`src/rtl/cpu_pkg.sv`:
```
// Shared types and constants for the PipelineCPU hazard controller.
package cpu_pkg;

  // ALU operand source selects driven onto the EX-stage operand muxes.
  localparam logic [1:0] FWD_RF    = 2'b00;
  localparam logic [1:0] FWD_EXMEM = 2'b01;
  localparam logic [1:0] FWD_MEMWB = 2'b10;

  // Architectural $0: hardwired zero, so it never creates a dependency.
  localparam logic [4:0] REG_ZERO = 5'd0;

  // Register-use info the controller shadows for each of EX, MEM and WB.
  typedef struct packed {
    logic       valid;
    logic       reg_write;
    logic       mem_read;
    logic [4:0] dest;
    logic [4:0] rs;
    logic [4:0] rt;
    logic       use_rs;
    logic       use_rt;
  } hz_entry_t;

  // Operand source choice: MEM holds the newer value, so it beats WB.
  function automatic logic [1:0] fwd_sel(input logic src_used,
                                         input logic mem_hit,
                                         input logic wb_hit);
    if (src_used && mem_hit)     return FWD_EXMEM;
    else if (src_used && wb_hit) return FWD_MEMWB;
    else                         return FWD_RF;
  endfunction

endpackage

```
`src/rtl/pipeline_hazard_ctrl_hz_match.sv`:
```
// Combinational check: does a shadow stage entry write a given register?
module hz_match
  import cpu_pkg::*;
(
  input  hz_entry_t  entry_i,
  input  logic [4:0] reg_i,
  output logic       hit_o
);

  // Only the write-side fields matter here; the source fields are carried
  // through the same struct for other consumers.
  logic unused_src_fields;
  assign unused_src_fields = ^{entry_i.mem_read, entry_i.rs, entry_i.rt,
                               entry_i.use_rs, entry_i.use_rt};

  // Writes to $0 are discarded by the register file, so they never match.
  assign hit_o = entry_i.valid & entry_i.reg_write &
                 (entry_i.dest == reg_i) & (reg_i != REG_ZERO);

endmodule

```
`src/rtl/pipeline_hazard_ctrl.sv`:
```
// Hazard controller for the 5-stage PipelineCPU: stalls IF/ID on unresolved
// dependencies and selects EX-stage operand forwarding.
module pipeline_hazard_ctrl
  import cpu_pkg::*;
#(
  parameter bit FORWARD = 1'b1,
  parameter int CNT_W   = 16
) (
  input  logic             clk,
  input  logic             rst,
  input  logic             id_valid,
  input  logic [4:0]       id_rs,
  input  logic [4:0]       id_rt,
  input  logic             id_use_rs,
  input  logic             id_use_rt,
  input  logic             id_reg_write,
  input  logic             id_mem_read,
  input  logic [4:0]       id_dest,
  output logic             pc_write,
  output logic             ifid_write,
  output logic             idex_bubble,
  output logic [1:0]       fwd_a,
  output logic [1:0]       fwd_b,
  output logic [CNT_W-1:0] stall_cnt
);

  localparam int EX  = 0;
  localparam int MEM = 1;
  localparam int WB  = 2;

  hz_entry_t        stage_q [3];
  hz_entry_t        ex_d;
  logic [CNT_W-1:0] stall_cnt_q, stall_cnt_d;

  logic [2:0] id_rs_hit, id_rt_hit;   // ID sources vs. EX/MEM/WB writers
  logic [2:1] ex_rs_hit, ex_rt_hit;   // EX sources vs. MEM/WB writers
  logic       hazard;
  logic       stall;

  // ID-stage sources checked against every in-flight writer.
  for (genvar g = 0; g < 3; g++) begin : g_id_match
    hz_match u_rs (.entry_i(stage_q[g]), .reg_i(id_rs), .hit_o(id_rs_hit[g]));
    hz_match u_rt (.entry_i(stage_q[g]), .reg_i(id_rt), .hit_o(id_rt_hit[g]));
  end

  // EX-stage sources checked against the two younger-result stages.
  for (genvar g = MEM; g <= WB; g++) begin : g_ex_match
    hz_match u_rs (.entry_i(stage_q[g]), .reg_i(stage_q[EX].rs), .hit_o(ex_rs_hit[g]));
    hz_match u_rt (.entry_i(stage_q[g]), .reg_i(stage_q[EX].rt), .hit_o(ex_rt_hit[g]));
  end

  // Hazard detection: with forwarding only a load in EX is unresolvable;
  // without it any writer still ahead of WB's end-of-cycle RF write is.
  always_comb begin
    // NOTE: every always_comb output gets a default first so no path leaves
    // it unassigned, which would otherwise infer a latch.
    hazard = 1'b0;
    if (FORWARD) begin
      hazard = stage_q[EX].mem_read &
               ((id_use_rs & id_rs_hit[EX]) | (id_use_rt & id_rt_hit[EX]));
    end else begin
      hazard = (id_use_rs & (|id_rs_hit)) | (id_use_rt & (|id_rt_hit));
    end
    if (!id_valid) hazard = 1'b0;
  end

  assign stall       = hazard;
  assign pc_write    = ~stall;
  assign ifid_write  = ~stall;
  assign idex_bubble = stall;

  // Operand forwarding for the instruction currently in EX.
  assign fwd_a = FORWARD ? fwd_sel(stage_q[EX].use_rs, ex_rs_hit[MEM], ex_rs_hit[WB]) : FWD_RF;
  assign fwd_b = FORWARD ? fwd_sel(stage_q[EX].use_rt, ex_rt_hit[MEM], ex_rt_hit[WB]) : FWD_RF;

  // Next EX entry (bubble on stall) and saturating stall counter.
  always_comb begin
    ex_d = '0;
    if (!stall) begin
      ex_d.valid     = id_valid;
      ex_d.reg_write = id_reg_write;
      ex_d.mem_read  = id_mem_read;
      ex_d.dest      = id_dest;
      ex_d.rs        = id_rs;
      ex_d.rt        = id_rt;
      ex_d.use_rs    = id_use_rs;
      ex_d.use_rt    = id_use_rt;
    end
    stall_cnt_d = stall_cnt_q;
    if (stall && (stall_cnt_q != {CNT_W{1'b1}})) stall_cnt_d = stall_cnt_q + CNT_W'(1);
  end

  // Shadow pipeline advances every cycle; reset abandons any stall.
  always_ff @(posedge clk or posedge rst) begin
    if (rst) begin
      // NOTE: the shadow stages are reset explicitly; stale valid bits after
      // reset would raise phantom hazards against the first instructions.
      for (int i = 0; i < 3; i++) stage_q[i] <= '0;
      stall_cnt_q <= '0;
    end else begin
      // NOTE: non-blocking assignments let WB<=MEM<=EX<=ID shift in one edge
      // regardless of statement order.
      stage_q[WB]  <= stage_q[MEM];
      stage_q[MEM] <= stage_q[EX];
      stage_q[EX]  <= ex_d;
      stall_cnt_q  <= stall_cnt_d;
    end
  end

  assign stall_cnt = stall_cnt_q;

endmodule

```
`config.mk`:
```
export PLATFORM = sky130hd
export DESIGN_NAME = pipeline_hazard_ctrl
export DESIGN_NICKNAME = d
export VERILOG_FILES = /design/src/rtl/cpu_pkg.sv /design/src/rtl/pipeline_hazard_ctrl_hz_match.sv /design/src/rtl/pipeline_hazard_ctrl.sv
export SDC_FILE = /design/constraint.sdc
export NUM_CORES = 1
export LEC_CHECK = 0
export BUFFER_PORTS_ARGS = -buffer_cell sky130_fd_sc_hd__buf_2
export CAP_MARGIN = 20
export CORE_MARGIN = 2
export CORE_UTILIZATION = 49
export DETAILED_ROUTE_END_ITERATION = 8
export MAX_ROUTING_LAYER = met4
export PLACE_DENSITY = 0.76
export SLEW_MARGIN = 20
export SYNTH_ARGS = -nofsm -noshare
export SYNTH_HDL_FRONTEND = slang
export SYNTH_SLANG_ARGS = --single-unit
```
`constraint.sdc`:
```
create_clock -name clk -period 2.57 [get_ports clk]
set_input_delay 0.6425 -clock clk [delete_from_list [all_inputs] [get_ports clk]]
set_output_delay 0.6425 -clock clk [all_outputs]
set_load 0.02 [all_outputs]
```
## Yosys cells after proc, flatten, opt, wreduce, memory -nomap -nowiden

Cells that the tools add are included.

- Bitwise gates (word level): 20
- Equal/unequal tests: 7
- Add/sub/neg operators: 1
- Reductions and logical operators: 9
- Muxes and demuxes: 6

Operators by type and width:

| cell | count |
|---|---|
| $eq A5 B5 Y1 | 6 |
| $mux W20 | 1 |
| $reduce_bool A5 Y1 | 4 |
| $and A1 B1 Y1 | 18 |
| $add A16 B1 Y16 const B | 1 |
| $ne A16 B16 Y1 const B | 1 |
| $mux W2 | 4 |
| $logic_and A1 B1 Y1 | 5 |
| $mux W1 | 1 |
| $not A1 Y1 | 1 |
| $or A1 B1 Y1 | 1 |

- Word-level logic and storage cells: 58
- Output and inout port bits: 23
- Input port bits: 22
- Register bits: 50

## Longest topological paths before layout

Gate-level depths: netlist of run 1.

- Word-level depth: 8
- Gate-level depth with buffers: 7
- Gate-level depth less buffers: 6

## Modules after synthesis

A second synthesis of run 1 with hierarchy kept.

- Cell total of the unflattened synthesis: 227
- Area total of the unflattened synthesis: 2,981.6 sq um

Modules (own cells, without submodules):

| module | instances | area an instance (sq um) | seq. area each (sq um) | cells each |
|---|---|---|---|---|
| pipeline_hazard_ctrl | 1 | 2,523.7 | 1,901.8 | 167 |
| hz_match | 6 | 76.3 | 0.0 | 10 |

## Least setup slack after synthesis of run 1

No wires, ideal clock.

- Path kind: input port to output port
- Start point: in id_rt[2]
- End point: out pc_write
- Required time: 1.928 ns
- Cell stages on the path: 7
- Data arrival time: 2.353 ns
- Setup slack: -0.426 ns
- Buffers on the path: 2
- Cells stage by stage: xor2_1 -> nor4_2 -> o2111ai_2 -> a21oi_1 -> clkbuf_1 -> inv_1 -> buf_4

- Word-level cells in the longest chain between the ends: 8
- Elaborated cells on any way between the ends: 9
- Those cells by class: 1 x eq/ne; 1 x mux; 6 x bitwise; 1 x reduce/logical

Ends and longest elaborated chain:

| what | line | text |
|---|---|---|
| start: declaration | pipeline_hazard_ctrl.sv:13 | `input logic [4:0] id_rt,` |
| $eq A5 B5 Y1 | pipeline_hazard_ctrl_hz_match.sv:18 | `(entry_i.dest == reg_i) & (reg_i != REG_ZERO);` |
| $and A1 B1 Y1 | pipeline_hazard_ctrl_hz_match.sv:17 | `assign hit_o = entry_i.valid & entry_i.reg_write &` |
| $and A1 B1 Y1 * | pipeline_hazard_ctrl_hz_match.sv:18 |  |
| $and A1 B1 Y1 * | pipeline_hazard_ctrl.sv:60 | `((id_use_rs & id_rs_hit[EX]) \| (id_use_rt & id_rt_hit[EX]));` |
| $or A1 B1 Y1 * | pipeline_hazard_ctrl.sv:60 |  |
| $and A1 B1 Y1 * | pipeline_hazard_ctrl.sv:59 | `hazard = stage_q[EX].mem_read &` |
| $mux W1 * | pipeline_hazard_ctrl.sv:64 | `if (!id_valid) hazard = 1'b0;` |
| named net idex_bubble | pipeline_hazard_ctrl.sv:21 | `output logic idex_bubble,` |
| $not A1 Y1 * | - |  |
| end: declaration | pipeline_hazard_ctrl.sv:19 | `output logic pc_write,` |

The timed path passes the listed nets; every way through them passes the cells marked *.

## Worst setup path in the final report of run 1

- Start point: in id_rt[2]
- End point: out ifid_write

- Word-level cells in the longest chain between the ends: 8
- Elaborated cells on any way between the ends: 9
- Those cells by class: 1 x eq/ne; 1 x mux; 6 x bitwise; 1 x reduce/logical

Ends and longest elaborated chain:

| what | line | text |
|---|---|---|
| $eq A5 B5 Y1 | pipeline_hazard_ctrl_hz_match.sv:18 |  |
| $and A1 B1 Y1 | pipeline_hazard_ctrl_hz_match.sv:17 |  |
| $and A1 B1 Y1 * | pipeline_hazard_ctrl_hz_match.sv:18 |  |
| $and A1 B1 Y1 * | pipeline_hazard_ctrl.sv:60 |  |
| $or A1 B1 Y1 * | pipeline_hazard_ctrl.sv:60 |  |
| $and A1 B1 Y1 * | pipeline_hazard_ctrl.sv:59 |  |
| $mux W1 * | pipeline_hazard_ctrl.sv:64 |  |
| $not A1 Y1 * | pipeline_hazard_ctrl.sv:69 | `assign ifid_write = ~stall;` |
| end: declaration | pipeline_hazard_ctrl.sv:20 | `output logic ifid_write,` |

Mark *: on every way between the ends. The rest lies on a longest branch, timed or not.

==> results.ini, run 1 <==
[sta]
finalMaxSlewViolations = 0
maxSlewHeadroom_pct = 70.05
fin_crit_sh_pct = 99.05
setup_tns_ns = 0
finalSetupViolCount = 0
min_period_ns = 2.546
clock.fmax_mhz = 392.8
tightest_slew_ns = 0.4485
timing.final.ws_setup_ns = 0.02431
finalHoldViolations = 0
clock_skew_ns = 0.004217

[clock_network]
cts_root_buf = clkbuf_8
clk_latency_ns = 0.30
h-tree-depth = 2
cts_tree = yes
cts.sinks = 50
postCtsHoldBufs = 0
clk_path_buf_depth = 2
numCtsBuffers = 5
cts.clk_slew.worst_paths_ns = 0.08

[synth]
synth.ff_latch_count = 50
synth_area_um2 = 2215
ys_seq_area_share_pct = 56.50
syn_nets = 206
synth_warnings = 0
postSynthCellCount = 183
synth.avg_cell_area_um2 = 12.10
yosysUniqueCellTypes = 30

[job]
max-cap-violations = 0

[cells_and_area]
nets = 270
final_area_um2 = 2795
final_common_cell = dfrtp_1
antenna_cells = 0
final_cell_mix = dfrtp_1, buf_2, xnor2_1
drive_gt1_share_pct = 33.87
finalCoreUtilization_pct = 64.20
fin_cells = 300
syn_to_final_growth_pct = 26.21

[place]
pre_cts_ws_ns = -0.04733
place_inst = 284
port_buffers = 44
place_area_um2 = 2575
routabilityCongestion = 0.8921
dpl.hpwl_um = 3282

[route]
drc = 0
num_vias = 1552
routedWlPerCell_um = 14.78
first_pass_iters = 4
met3WireLength_um = 172
topRoutingLayerUsed = met4
m1WireLength_um = 1976
ant_nets = 0
drtIter0Drc = 75
wl_um = 4434
vias_per_cell = 5.173
met2WireLength_um = 2228

[pwr]
intPower_uw = 1172
p_seq_share_pct = 55.6
p_comb_share_pct = 8.6
clkPwrFrac_pct = 35.8
max-vdd-ir-drop_mv = 0.4484
swShare_pct = 23.09
p_leak_uw = 0.001291
power_density_nw_per_um2 = 545.1
p_switching_uw = 351.8

[floorplanning]
die_w_um = 71.23
fp.coreArea_um2 = 4354
start_util_pct = 50.86
core.rowCount = 24
die-area_um2 = 5074
die-height_um = 71.23
ios = 45

[grt]
track_usage_pct = 18.81
grt_overflow = 0
grt_pass1_vias = 1557
antenna_found_initial = 0
grt_pass1_wl_um = 7217
grt_max_degree = 31

[setup_path]
crit_slowest_cell = or4_4
startpoint_type = input port
worstPathMaxFanout = 3
cp_data_required_time_ns = 1.93
critical_path.max_stage_delay_ns = 0.49
crit_type = in -> out
rrSetupSlack_ns = 0.22
crit_arrival_ns = 1.90
cp-end-kind = primary output
path_cells = buf_2 -> buf_4 -> or4_4 -> o2111ai_4 -> a21oi_4 -> inv_4 -> buf_6

[status]
status = finished clean

[min_path]
hold_path_class = in -> async

==> state kept, by name, indices dropped and copies added, names as in the netlist <==
| register | count |
|---|---|
| stage_q | 34 |
| stall_cnt | 16 |
==> power groups by stage <==
stage	Combinational (uW)	Clock [uW]	Sequential (uW)
2_1_floorplan	71.6	0	858
3_3_place_gp	115	0	862
3_5_place_dp	117	0	864
4_1_cts	118	553	848
5_1_grt	145	591	852
6_report	131	545	848
==> per-layer routing <==
layer  vias up  track usage [%]
met5         -                -
met4         0            5.031
met3         8            4.641
met2        32            29.32
met1       761            24.88
li1        751                -
==> kinds of logic after synthesis <==
kind of cell / synth area share, %
AND/OR/NAND/NOR: 19.60
adder cells (fa/ha/maj): 0.5649
flip-flops: 56.50
buffers and inverters: 1.526
AO/OA/AOI/OAI: 3.672
XOR/XNOR: 16.61
multiplexers: 1.525
==> per-stage QoR <==
stage / total power [uW] / hold WS (ns)
detailed placement: 980.6 / 0.3602
finish: 1524 / 0.3348
global route: 1588 / 0.3635
floorplan: 929.3 / 0.3535
CTS: 1519 / 0.3484
global placement: 976.9 / 0.3590
==> worst max-delay path, delay by kind of cell <==
family                 cells  cell delay [ns]
AND/OR/NAND/NOR            1             0.49
buffers and inverters      4             0.42
AO/OA/AOI/OAI              2             0.35
==> what timing repair did <==
action                     CTS  global route
cloned                       0             0
gates resized for setup      3            10
buffers inserted             1             7
setup endpoints to repair    5             5
pin swaps                    1             3
==> path summary, 6_finish.rpt <==
path	startpoint	endpoint	depth (start not counted)
max	id_rt[2]	ifid_write	7
min	rst	stage_q[53]	2
max reg2reg	stage_q[52]	stall_cnt[1]	8
min reg2reg	stage_q[39]	stage_q[19]	0
max in group asynchronous	rst	stall_cnt[15]	3
min in group clk	stage_q[39]	stage_q[19]	0
==> synthesized netlist by cell type <==
library cell	instances	area [um^2]
nand2_1	11	41.29
nor4_1	4	25.02
xnor2_1	27	236.5
a21boi_0	1	7.510
nor2_1	3	11.26
xor2_1	15	131.4
and3_1	6	37.54
a221oi_4	1	26.28
buf_6	1	11.26
nor4_2	1	12.51
mux2_2	3	33.78
nor2b_1	19	118.9
nand4_1	9	56.30
a21oi_1	1	5.000
nand2b_1	1	6.260
o21ai_0	2	10.01
nand3_1	7	35.03
and2b_1	2	15.01
nor3_1	3	15.01
clkbuf_1	2	7.510
o41ai_1	1	8.760
ha_1	1	12.51
and4_1	2	17.52
or4_1	3	22.52
a211o_1	1	8.760
dfrtp_1	50	1251
inv_1	2	7.510
o2111ai_2	1	15.01
nand3_2	2	20.02
buf_4	1	7.510
==> cell type report <==
cell class                 instances  area [um^2]
fill                             348         1559
sequential                        50         1251
multi-input combinational        127        983.4
timing repair buffer              61        375.4
clock buffer                       6        72.57
tap                               52        65.06
clock inverter                     2        37.54
inverter                           2        10.01
No activity file was read; power rests on OpenSTA's default activity.
==> inputs of run 2 (changes only) <==
CORE_UTILIZATION = 50   (was 49)
PLACE_DENSITY = 0.75   (was 0.76)
SYNTH_HIERARCHICAL = 1   (was not set)
==> run 2 against run 1 <==
Sequential power up 0.9%. Combinational power down 5%. Area after synthesis up 5.3%. Hold slack better by 0.0069 ns. The flow now finishes with violations (negative setup slack). Via count up 7.9%. Die area up 3.0%. Sequential cell count unchanged. Final cell count up 4.7%.
==> results.ini, run 2 <==
[status]
status = finished, violations left
violations = negative setup slack

[pwr]
intPower_uw = 1082  ; -7.7%
power_uw = 1453  ; -4.7%
max-vdd-ir-drop_mv = 0.4531  ; +1.0%
p_leak_uw = 0.001353  ; +4.8%
p_comb_share_pct = 8.6  ; about the same
swShare_pct = 25.51  ; +2.4 points
clkPwrFrac_pct = 32.5  ; -3.3 points
power_density_nw_per_um2 = 502.8  ; -7.8%
p_seq_share_pct = 58.9  ; +3.3 points
p_switching_uw = 370.5  ; +5.3%

[place]
routabilityCongestion = 0.8233  ; -7.7%
dpl.hpwl_um = 3352  ; +2.1%
port_buffers = 44  ; unchanged

[sta]
timing.final.ws_setup_ns = -0.001422  ; -0.02573 ns
rsz0062_at_grt = yes
clock.fmax_mhz = 388.9  ; -1.0%
min_period_ns = 2.571  ; +0.02573 ns
finalHoldViolations = 0  ; unchanged
clock_skew_ns = 0.006469  ; +0.002252 ns
tightest_slew_ns = 0.5803  ; +0.1318 ns
setup_tns_ns = -0.001422  ; -0.001422 ns
finalSetupViolCount = 1  ; +1
maxSlewHeadroom_pct = 61.02  ; -9.0 points
finalMaxSlewViolations = 0  ; unchanged
fin_crit_sh_pct = 100.1  ; +1.0 points

[grt]
grt_overflow = 0  ; unchanged
grt_pass1_wl_um = 7514  ; +4.1%
grt_max_degree = 29  ; -6.5%
track_usage_pct = 19.38  ; +0.57 points
grt_pass1_vias = 1552  ; -0.32%
antenna_found_initial = 0  ; unchanged

[floorplanning]
die-height_um = 72.28  ; +1.5%
die-area_um2 = 5224  ; +3.0%
start_util_pct = 52.81  ; +1.9 points
die_w_um = 72.28  ; +1.5%
core.rowCount = 24  ; unchanged
ios = 45  ; unchanged
fp.coreArea_um2 = 4414  ; +1.4%

[cells_and_area]
nets = 284  ; +5.2%
area.sequential_um2 = 1255  ; +0.30%
largest_register_ffs = 34  ; unchanged
final_cell_mix = dfrtp_1, buf_2, and2_1
antenna_cells = 0  ; unchanged
fillers = 336  ; -3.4%
multi_input_area_um2 = 1082  ; +10%
drive_gt1_share_pct = 34.73  ; +0.86 points
syn_to_final_growth_pct = 23.94
finalCoreUtilization_pct = 65.45  ; +1.3 points
regMostFlops = stage_q
final_common_cell = dfrtp_1

[min_path]
hold_path_class = in -> async

[route]
drtIter0Drc = 95  ; +27%
num_vias = 1675  ; +7.9%
first_pass_iters = 4  ; unchanged
routedWlPerCell_um = 14.38  ; -2.7%
drc = 0  ; unchanged
vias_per_cell = 5.334  ; +3.1%
ant_nets = 0  ; unchanged
wl_um = 4515  ; +1.8%

[job]
max-cap-violations = 0  ; unchanged

[synth]
synth_warnings = 6  ; +6
synth.avg_cell_area_um2 = 11.60  ; -4.2%
synth_area_um2 = 2331  ; +5.3%
postSynthCellCount = 201  ; +9.8%
syn_nets = 224  ; +8.7%

[clock_network]
cts.sinks = 50  ; unchanged
postCtsHoldBufs = 0  ; unchanged
clk_latency_ns = 0.31  ; about the same
cts_root_buf = clkbuf_8
cts_tree = yes
h-tree-depth = 2  ; unchanged
numCtsBuffers = 5  ; unchanged
cts.clk_slew.worst_paths_ns = 0.10  ; +0.02 ns
clk_path_buf_depth = 2  ; unchanged

[setup_path]
path_cells = buf_4 -> nor4_2 -> o21ai_0 -> nor3b_2 -> a22o_1 -> nand3_2 -> buf_6 -> inv_4 -> buf_6
critical_path.max_stage_delay_ns = 0.47  ; -0.02 ns
cp_data_required_time_ns = 1.93  ; about the same
worstRegToRegCells = 9  ; +1
path_depth = 9  ; +2
crit_type = reg -> out
worstPathMaxFanout = 4  ; +1
startpoint_type = register
critPathTopFamily = flip-flops
crit_slowest_cell = dfrtp_2
cp-end-kind = primary output
cp_num_buf_inv = 4  ; unchanged
crit_arrival_ns = 1.93  ; +0.03 ns
crit_top_cell = buf_6

-- run 2: path summary, 6_finish.rpt --
kind,end,slack (ns),startpoint
setup reg to reg,stall_cnt[12],0.19,stage_q[53]
min in group clk,stage_q[19],0.43,stage_q[39]
hold / removal,stall_cnt[6],0.34,rst
hold reg to reg,stage_q[19],0.43,stage_q[39]
setup / recovery,idex_bubble,-0.001,stage_q[53]
max in group asynchronous,stage_q[39],1.73,rst
-- run 2: layout make-up --
| type | count | share of cell area, % |
|---|---|---|
| clock buffers | 5 | 2.382 |
| repair buffers | 57 | 12.34 |
| clock inverters | 3 | 0.8662 |
| flip-flops and latches | 50 | 43.44 |
| inverters | 9 | 1.256 |
| well taps | 52 | 2.252 |
| multi-input cells | 138 | 37.46 |
-- run 2: metrics by stage --
step / hold slack, ns / cells / cell area, um^2 / worst slack [ns]
6_report: 0.3417 / 314 / 2889 / -0.001422
5_1_grt: 0.3837 / 314 / 2889 / -0.1124
4_1_cts: 0.3590 / 309 / 2788 / 0.005220
3_5_place_dp: 0.4082 / 299 / 2654 / 0.006058
3_3_place_gp: 0.4012 / 299 / 2654 / 0.03450
2_1_floorplan: 0.3732 / 201 / 2335 / 0.04039
-- run 2: layer usage --
| metal | vias up | share of wire [%] | track usage (%) |
|---|---|---|---|
| li1 | 828 | - | - |
| met1 | 814 | 46 | 27.46 |
| met2 | 28 | 48 | 27.73 |
| met3 | 5 | 3.7 | 4.583 |
| met4 | 0 | 1.5 | 6.289 |
| met5 | - | 0 | - |
-- run 2: worst reg2reg max path: cells and delay by family (launching register included) --
kind	cells	cell delay, ns
buffers and inverters	2	0.29
flip-flops	1	0.47
multiplexers	1	0.38
XOR/XNOR	1	0.17
AO/OA/AOI/OAI	2	0.35
AND/OR/NAND/NOR	3	0.62
-- run 2: power groups by stage --
| stage | combinational, uW | clock (uW) | sequential, uW |
|---|---|---|---|
| 3_5_place_dp | 119 | 0 | 868 |
| 3_3_place_gp | 115 | 0 | 867 |
| 4_1_cts | 120 | 480 | 854 |
| 5_1_grt | 140 | 521 | 861 |
| 6_report | 125 | 472 | 856 |
| 2_1_floorplan | 76.0 | 0 | 861 |
-- run 2: what timing repair did --
action / in CTS / in global routing
setup buffers: 2 / 5
gates resized for setup: 9 / 13
cloned: 0 / 0
setup endpoints to repair: 3 / 3
pin swaps: 3 / 11
==> inputs of run 3 (changes only) <==
ABC_AREA = 1   (was not set)
PLACE_DENSITY = 0.74   (was 0.75)
==> run 3 against run 2 <==
The flow now finishes without violations. Die area grew 23%. Power grew 10%. Largest power group unchanged. Sequential power grew 1%. Global-route usage grew 2.1 points. Utilization shrank 5.6 points. Wire length grew 32%.
==> results.ini, run 3 <==
[sta]
finalMaxSlewViolations = 0  ; unchanged
min_period_ns = 2.399  ; -0.1724 ns
fin_crit_sh_pct = 93.35  ; -6.7 points
clock_skew_ns = 0.004220  ; -0.002248 ns
finalHoldViolations = 0  ; unchanged
clock.fmax_mhz = 416.8  ; +7.2%
maxSlewHeadroom_pct = 78.67  ; +18 points
tightest_slew_ns = 0.3188  ; -0.2615 ns
rsz0062_at_grt = no
finalSetupViolCount = 0  ; -1
setup_tns_ns = 0  ; +0.001422 ns

[floorplanning]
fp.coreArea_um2 = 5540  ; +26%
die_w_um = 80.06  ; +11%
die-area_um2 = 6410  ; +23%
start_util_pct = 52.21  ; -0.59 points
core.rowCount = 27  ; +13%
ios = 45  ; unchanged
die-height_um = 80.06  ; +11%

[job]
max-cap-violations = 0  ; unchanged

[cells_and_area]
nets = 510  ; +80%
largest_register_ffs = 34  ; unchanged
final_common_cell = nand2_1
drive_gt1_share_pct = 20.08  ; -15 points
final_cell_mix = nand2_1, inv_1, dfrtp_1
fin_cells = 560  ; +78%
fillers = 552  ; +64%
finalCoreUtilization_pct = 59.89  ; -5.6 points
regMostFlops = stage_q
antenna_cells = 0  ; unchanged
syn_to_final_growth_pct = 14.71

[setup_path]
cp_data_required_time_ns = 1.93  ; about the same
worstRegToRegCells = 14  ; +5
cp_num_buf_inv = 3  ; -1
startpoint_type = register
r2r_start = stage_q[54]
rr_endpoint = stall_cnt[7]
path_cells = inv_1 -> nand2_1 -> nand2_1 -> nor2_2 -> nand3_1 -> nor2_1 -> nand2_1 -> nand2_1 -> nand3_2 -> inv_2 -> buf_2
path_depth = 11  ; +2
rrSetupSlack_ns = 0.60  ; +0.41 ns
critPathTopFamily = simple AND/OR/NAND/NOR gates
critical_path.max_stage_delay_ns = 0.48  ; about the same
worstPathMaxFanout = 7  ; +3
cp-end-kind = primary output
crit_top_cell = nand2_1
crit_slowest_cell = dfrtp_1
crit_type = reg -> out
crit_arrival_ns = 1.76  ; -0.17 ns

[route]
drtIter0Drc = 168  ; +77%
vias_per_cell = 4.584  ; -14%
wl_um = 5968  ; +32%
drc = 0  ; unchanged
ant_nets = 0  ; unchanged
first_pass_iters = 4  ; unchanged
num_vias = 2567  ; +53%
routedWlPerCell_um = 10.66  ; -26%

[grt]
top_usage_layer = met2
use_met2_pct = 33.92  ; +6.2 points
track_usage_pct = 21.48  ; +2.1 points
grt_max_degree = 27  ; -6.9%
antenna_found_initial = 0  ; unchanged
use_met3_pct = 4.607  ; +0.023 points
use_met1_pct = 28.98  ; +1.5 points
grt_pass1_vias = 2411  ; +55%
grt_overflow = 0  ; unchanged
grt_pass1_wl_um = 10610  ; +41%

[clock_network]
clk_path_buf_depth = 2  ; unchanged
numCtsBuffers = 5  ; unchanged
cts_root_buf = clkbuf_8
h-tree-depth = 2  ; unchanged
postCtsSetupBuffers = 0  ; -2
clk_latency_ns = 0.30  ; about the same
cts.clk_slew.worst_paths_ns = 0.10  ; about the same
postCtsHoldBufs = 0  ; unchanged
cts.sinks = 50  ; unchanged
cts_tree = yes
cts-resized-gates = 0  ; -9

[pwr]
power_uw = 1600  ; +10%
p_leak_uw = 0.001984  ; +47%
power_density_nw_per_um2 = 482.3  ; -4.1%
max-vdd-ir-drop_mv = 0.5965  ; +32%

[synth]
postSynthCellCount = 436  ; +120%
synth_warnings = 6  ; unchanged
synth_area_um2 = 2893  ; +24%
synth.avg_cell_area_um2 = 6.635  ; -43%
syn_nets = 459  ; +100%

[place]
routabilityCongestion = 0.8383  ; +1.8%
port_buffers = 44  ; unchanged
place_inst = 552  ; +85%
dpl.hpwl_um = 4625  ; +38%

[status]
status = finished clean

[min_path]
hold_path_class = in -> async

-- run 3: worst reg2reg max path, stage by stage (launching register included) --
cell,delay (ns)
dfrtp_1,0.48
inv_1,0.07
nand2_1,0.06
nand2_1,0.06
nor2_2,0.09
nand3_1,0.09
nor2_1,0.09
nand2_1,0.07
nand2_1,0.11
nand3_2,0.12
buf_4,0.23
nor2_1,0.12
buf_4,0.19
nand2_1,0.08
o21ai_2,0.05
-- run 3: through the flow --
stage	setup slack (ns)	hold WS [ns]	instance area [um^2]
after floorplan	0.1325	0.3744	2893
after global placement	0.2361	0.3962	3199
after CTS	0.1171	0.2285	3312
final	0.1710	0.2283	3318
after global routing	0.009892	0.2171	3318
after detailed placement	0.1981	0.4040	3199
-- run 3: final cells by class --
cell class / count / area (um^2) / area share (%)
multi-input combinational: 283 / 1237 / 37.29
sequential: 50 / 1252 / 37.75
clock buffer: 5 / 68.82 / 2.074
inverter: 98 / 367.9 / 11.09
timing repair buffer: 49 / 257.7 / 7.768
clock inverter: 3 / 43.79 / 1.320
tap: 72 / 90.09 / 2.715
-- run 3: worst max-delay path by stage --
stage	from	endpoint
3_5_place_dp	id_rs[1]	idex_bubble
6_report	stage_q[54]	idex_bubble
4_1_cts	stage_q[53]	idex_bubble
2_1_floorplan	id_rs[2]	pc_write
3_3_place_gp	id_rs[1]	idex_bubble
5_1_grt	stage_q[55]	idex_bubble
-- run 3: power by group --
group	internal (uW)	switching (uW)	total (uW)
clock	292	270	562
combinational	66.3	105	171
sequential	820	46.5	867
-- run 3: layer usage --
layer,wire [um],vias to the layer above
met5,0,-
met4,19,0
met3,167,2
met2,2825,40
met1,2956,1156
li1,-,1369
